## src/rtl/ps2_scancode_rx.sv

```systemverilog
// ps2_scancode_rx
// Receives PS/2 device-to-host frames from the raw keyboard pins. Each frame
// has a start bit, 8 data bits sent LSB first, an odd parity bit and a stop bit.
// The E0 (extended) and F0 (break) prefix bytes are folded into flags. One
// scancode is presented per key event, with a single-cycle valid strobe.
//
// Ports:
//   clk         system clock, all logic on the rising edge
//   reset       synchronous, active-high reset
//   ps2_clk     raw PS/2 clock pin (asynchronous)
//   ps2_dat     raw PS/2 data pin (asynchronous)
//   code        decoded scancode, qualified by code_valid, held until next event
//   code_valid  one-cycle pulse per decoded key event
//   extended    event was E0-prefixed, qualified by code_valid
//   is_release  event was F0-prefixed (break), qualified by code_valid
//   last_code   code of the most recent event, for the HEX display
//   parity_err  one-cycle pulse on an odd-parity failure
//   frame_err   one-cycle pulse on a bad start bit, bad stop bit or timeout
//   busy        high while a frame is in progress
//
// state  | meaning
// -------+---------------------------------------------
// IDLE   | waiting for the start bit
// DATA   | shifting in 8 data bits, LSB first
// PARITY | capturing the parity bit
// STOP   | checking the stop bit and parity, then decoding the byte
module ps2_scancode_rx #(
  parameter int TIMEOUT_CYCLES = 50000,
  parameter int SYNC_STAGES    = 2
) (
  input  logic       clk,
  input  logic       reset,
  input  logic       ps2_clk,
  input  logic       ps2_dat,
  output logic [7:0] code,
  output logic       code_valid,
  output logic       extended,
  output logic       is_release,
  output logic [7:0] last_code,
  output logic       parity_err,
  output logic       frame_err,
  output logic       busy
);

  localparam int TW = (TIMEOUT_CYCLES > 2) ? $clog2(TIMEOUT_CYCLES) : 1;
  localparam logic [TW-1:0] TMO_LAST = TW'(TIMEOUT_CYCLES - 1);

  typedef enum logic [1:0] {S_IDLE, S_DATA, S_PARITY, S_STOP} state_t;

  logic [SYNC_STAGES-1:0] clk_sync;
  logic [SYNC_STAGES-1:0] dat_sync;
  logic                   clk_prev;
  logic                   clk_s;
  logic                   dat_s;
  logic                   fe;

  state_t        state_q, state_d;
  logic [7:0]    shift_q, shift_d;
  logic [2:0]    bitcnt_q, bitcnt_d;
  logic          par_q, par_d;
  logic [TW-1:0] tmo_q, tmo_d;
  logic          ext_pend_q, ext_pend_d;
  logic          rel_pend_q, rel_pend_d;
  logic [7:0]    code_d, last_d;
  logic          ext_d, rel_d;
  logic          valid_d, perr_d, ferr_d;
  logic          timeout;

  // Sync flops and edge history reset to 1, which is the idle bus level.
  // Releasing reset therefore cannot create a false falling edge.
  always_ff @(posedge clk) begin
    if (reset) begin
      clk_sync <= '1;
      dat_sync <= '1;
      clk_prev <= 1'b1;
    end else begin
      clk_sync <= {clk_sync[SYNC_STAGES-2:0], ps2_clk};
      dat_sync <= {dat_sync[SYNC_STAGES-2:0], ps2_dat};
      clk_prev <= clk_s;
    end
  end

  assign clk_s = clk_sync[SYNC_STAGES-1];
  assign dat_s = dat_sync[SYNC_STAGES-1];
  assign fe    = clk_prev & ~clk_s;

  // A falling edge in the same cycle takes priority over the timeout.
  assign timeout = (state_q != S_IDLE) && !fe && (tmo_q == TMO_LAST);

  always_comb begin
    state_d    = state_q;
    shift_d    = shift_q;
    bitcnt_d   = bitcnt_q;
    par_d      = par_q;
    ext_pend_d = ext_pend_q;
    rel_pend_d = rel_pend_q;
    code_d     = code;
    last_d     = last_code;
    ext_d      = extended;
    rel_d      = is_release;
    valid_d    = 1'b0;
    perr_d     = 1'b0;
    ferr_d     = 1'b0;
    tmo_d      = (state_q == S_IDLE || fe) ? '0 : tmo_q + TW'(1);

    if (timeout) begin
      state_d    = S_IDLE;
      ferr_d     = 1'b1;
      ext_pend_d = 1'b0;
      rel_pend_d = 1'b0;
    end else if (fe) begin
      unique case (state_q)
        S_IDLE: begin
          if (!dat_s) begin
            state_d  = S_DATA;
            bitcnt_d = '0;
          end else begin
            ferr_d = 1'b1;
          end
        end
        S_DATA: begin
          shift_d  = {dat_s, shift_q[7:1]};
          bitcnt_d = bitcnt_q + 3'd1;
          if (bitcnt_q == 3'd7) state_d = S_PARITY;
        end
        S_PARITY: begin
          par_d   = dat_s;
          state_d = S_STOP;
        end
        S_STOP: begin
          state_d = S_IDLE;
          if (!dat_s) begin
            ferr_d     = 1'b1;
            ext_pend_d = 1'b0;
            rel_pend_d = 1'b0;
          end else if ((^shift_q ^ par_q) == 1'b0) begin
            perr_d     = 1'b1;
            ext_pend_d = 1'b0;
            rel_pend_d = 1'b0;
          end else if (shift_q == 8'hE0) begin
            ext_pend_d = 1'b1;
          end else if (shift_q == 8'hF0) begin
            rel_pend_d = 1'b1;
          end else begin
            code_d     = shift_q;
            last_d     = shift_q;
            ext_d      = ext_pend_q;
            rel_d      = rel_pend_q;
            valid_d    = 1'b1;
            ext_pend_d = 1'b0;
            rel_pend_d = 1'b0;
          end
        end
        default: state_d = S_IDLE;
      endcase
    end
  end

  always_ff @(posedge clk) begin
    if (reset) begin
      state_q    <= S_IDLE;
      shift_q    <= '0;
      bitcnt_q   <= '0;
      par_q      <= 1'b0;
      tmo_q      <= '0;
      ext_pend_q <= 1'b0;
      rel_pend_q <= 1'b0;
      code       <= '0;
      last_code  <= '0;
      extended   <= 1'b0;
      is_release <= 1'b0;
      code_valid <= 1'b0;
      parity_err <= 1'b0;
      frame_err  <= 1'b0;
    end else begin
      state_q    <= state_d;
      shift_q    <= shift_d;
      bitcnt_q   <= bitcnt_d;
      par_q      <= par_d;
      tmo_q      <= tmo_d;
      ext_pend_q <= ext_pend_d;
      rel_pend_q <= rel_pend_d;
      code       <= code_d;
      last_code  <= last_d;
      extended   <= ext_d;
      is_release <= rel_d;
      code_valid <= valid_d;
      parity_err <= perr_d;
      frame_err  <= ferr_d;
    end
  end

  assign busy = (state_q != S_IDLE);

endmodule

```

## config.mk

```make
export PLATFORM = sky130hd
export DESIGN_NAME = ps2_scancode_rx
export DESIGN_NICKNAME = d
export VERILOG_FILES = /design/src/rtl/ps2_scancode_rx.sv
export SDC_FILE = /design/constraint.sdc
export NUM_CORES = 1
export LEC_CHECK = 0
export ABC_AREA = 1
export BUFFER_PORTS_ARGS = -buffer_cell sky130_fd_sc_hd__buf_2
export CELL_PAD_IN_SITES_DETAIL_PLACEMENT = 0
export CELL_PAD_IN_SITES_GLOBAL_PLACEMENT = 1
export CORE_UTILIZATION = 38
export DETAILED_ROUTE_END_ITERATION = 8
export PLACE_DENSITY = 0.76
export SETUP_SLACK_MARGIN = 0.15
export SKIP_LAST_GASP = 1
export SLEW_MARGIN = 10
export SYNTH_ARGS = -nofsm -noshare
export SYNTH_HDL_FRONTEND = slang
export SYNTH_SLANG_ARGS = --single-unit
```

## constraint.sdc

```tcl
create_clock -name clk -period 1.55 [get_ports clk]
set_input_delay 0.155 -clock clk [delete_from_list [all_inputs] [get_ports clk]]
set_output_delay 0.155 -clock clk [all_outputs]
set_load 0.005 [all_outputs]
```

==> out/results.ini <==
[sta]
final_hold_viol_count=0
setup_viol=2
max_slew.worst_pin.slew_ns=0.2970
layout_min_cycle_time_ns=1.554
finalMaxSlewViolations=0
tns_ns=-0.004154
whs_ns=0.03259
fin_skew_ns=0.004610
rsz0062_at_grt=true
fin_ws_ns=-0.004084
relSlewSlack_pct=80.17
max_freq_mhz=643.5
fin_crit_sh_pct=100.3

[floorplanning]
initial_core_util_pct=39.35
rows=28
io_pins=26
die_area_um2=6448
die_h_um=80.30
fp.dieW_um=80.30
core_um2=5921

[synthesis]
synth_cells=303
yosys_warnings=0
synth_cell_type_count=29
seq_area_frac_synth_pct=42.96
ys_ff_latch=50
synth.avg_cell_area_um2=7.689
synth_area_um2=2330
syn_nets=320

[global_route]
grt_max_degree=19
antenna_found_initial=0
track_usage_pct=15.90
grt_pass1_wl_um=7969
grt_pass1_vias=1841
overflow=0

[worst_hold_path]
holdPathStages=2
worst_hold_startpoint=ps2_clk
hold_end=clk_sync[0]
hp-class=in -> reg

[cts]
numCtsBuffers=5
cts_hold_buf=0
clk_latency_ns=0.30
h-tree-depth=2
root_buffer=clkbuf_8
cts_sinks=50
clockBufferDepth=2
path_clk_slew_ns=0.09
cts_tree=done

[status]
violations=setup timing
status=complete, but fails checks

[worst_setup_path]
reg2reg_from=shift_q[2]
ff2ff_setup_slack_ns=-0.004
critPathLaunchType=flop
reg2reg_to=rel_pend_q
end_kind=flop
cp_data_required_time_ns=1.79
crit_type=reg -> reg
rr_worst_depth=13
crit_fanout=6
arrival_ns=1.79

[routing]
via_per_inst=4.631
vias=1996
wl_per_cell_um=10.63
antenna_left=0
dr.pass1.iters=4
drc=0
drtIter0Drc=64
drt-total-wl_um=4583

[layout]
area_growth_syn_to_layout_pct=32.49
fillers=560
final_cells=431
diodes=0
nets=372
drive_gt1_share_pct=42.42

[power_and_ir_drop]
power_density_nw_per_um2=693.8
pwr-share-seq_pct=60.4
p_clk_share_pct=36.3
internal_power_mw=1.678
p_switching_mw=0.4639
ir_drop_mv=0.5887
p_leak_nw=1.301
swShare_pct=21.66
power_frac_comb_pct=3.3
power.total_mw=2.141

[place]
gp_congestion=0.7636
pre_cts_ws_ns=-0.01859
placedCellCount=411
numPortBuffers=25
dpl.hpwl_um=3379

[run]
cap_viol_max_count=0

[worst max-delay path: stages, from the launching register on]
cell,delay (ns)
dfxtp_2,0.34
inv_2,0.05
ha_4,0.26
inv_2,0.03
nand2_2,0.07
nand2_2,0.06
nand2_2,0.07
nand2_2,0.05
nand2_2,0.07
nand2_2,0.07
clkinv_4,0.09
buf_6,0.11
nand4_1,0.09
a21oi_2,0.14
[synthesized netlist by cell type]
cell	instances	area, um2
nor3_1	4	20.02
nand3_1	20	100.1
xor2_1	2	17.52
nor4_1	2	12.51
inv_2	6	22.52
nand3_2	1	10.01
nand2_4	1	11.26
dfxtp_1	50	1001
nor2_1	16	60.06
nand4_1	6	37.54
nand3b_1	1	7.510
nor3b_1	1	7.510
o21bai_1	1	7.510
nand2_2	6	37.54
buf_2	1	5.000
nor2_2	4	25.02
nand4_2	1	12.51
buf_6	3	33.78
nand2_1	54	202.7
a21oi_1	40	200.2
clkbuf_1	2	7.510
ha_1	13	162.7
o21ai_0	13	65.06
clkinv_2	1	5.000
inv_1	40	150.1
or2_2	4	25.02
or2_0	1	6.260
nor3_4	1	16.27
buf_4	8	60.06
[area by class of cell]
type	instances	area (um2)	area share, %
flip-flops and latches	50	1020	33.04
clock inverters	1	5.005	0.1621
inverters	47	187.7	6.080
clock buffers	7	86.33	2.797
repair buffers	58	407.9	13.21
well taps	75	93.84	3.040
repair inverters	1	5.005	0.1621
multi-input cells	192	1281	41.51
[stage by stage]
| step | util [%] | instance area, um2 |
|---|---|---|
| floorplan | - | 2375 |
| global placement | 44.80 | 2653 |
| detailed placement | 44.80 | 2653 |
| CTS | 48.35 | 2863 |
| global route | 52.13 | 3087 |
| finish | 52.13 | 3087 |
[cells in the final DEF (no fill, tap or decap), types with 4 or more instances in the layout]
master | Yosys | routed
dfxtp_2 | 0 | 12
or2_2 | 4 | 4
nand4_1 | 6 | 6
inv_2 | 6 | 12
clkbuf_8 | 0 | 6
nand3_2 | 1 | 8
nor2_4 | 0 | 5
dfxtp_1 | 50 | 37
buf_2 | 1 | 25
nor2_1 | 16 | 11
nand2_2 | 6 | 14
buf_6 | 3 | 6
a21oi_1 | 40 | 33
nand2_1 | 54 | 44
ha_1 | 13 | 8
nor2_2 | 4 | 4
inv_1 | 40 | 32
nand3_1 | 20 | 11
a21oi_2 | 0 | 7
o21ai_0 | 13 | 12
buf_4 | 8 | 26
[registers in the layout, summed over array words and instances, names as in the netlist, 2 cells and up]
register / count
bitcnt_q: 3
clk_sync: 2
dat_sync: 2
last_code: 8
shift_q: 8
state_q: 2
tmo_q: 16
[worst max-delay path by stage]
stage,from,to,slack (ns),cells past startpoint
after global placement,shift_q[2],last_code[3],0.03,13
after global routing,shift_q[2],rel_pend_q,-0.12,13
after detailed placement,shift_q[3],last_code[2],-0.02,13
after CTS,shift_q[2],rel_pend_q,0.01,13
after floorplan,shift_q[2],last_code[0],0.07,14
final,shift_q[2],rel_pend_q,-0.004,13
[kinds of logic after synthesis]
logic type / Yosys count / synth area share [%]
buf+inv: 61 / 12.19
fa+ha+maj: 13 / 6.982
simple gates: 123 / 25.40
flops: 50 / 42.96
xor+xnor: 2 / 0.7520
compound gates: 54 / 11.71
[per-layer routing]
metal  vias to the layer above  track usage, %  wire, um
li1                       1067               -         -
met1                       897           20.44      2315
met2                        27           26.75      2095
met3                         5           2.727       115
met4                         0           5.357        56
met5                         -               0         0
[power by group through the flow]
stage / clock network [mW] / registers, mW / logic, mW
5_1_grt: 0.867 / 1.29 / 0.0788
3_5_place_dp: 0 / 1.32 / 0.0592
2_1_floorplan: 0 / 1.32 / 0.0354
3_3_place_gp: 0 / 1.32 / 0.0588
6_report: 0.778 / 1.29 / 0.0703
4_1_cts: 0.810 / 1.29 / 0.0642
[repair_timing]
action	in CTS	in global routing
setup endpoints to repair	25	35
setup buffers	3	8
gates resized for setup	30	42
pin swaps	21	19
cloned	0	1
Power figures use the tool's default switching activity.
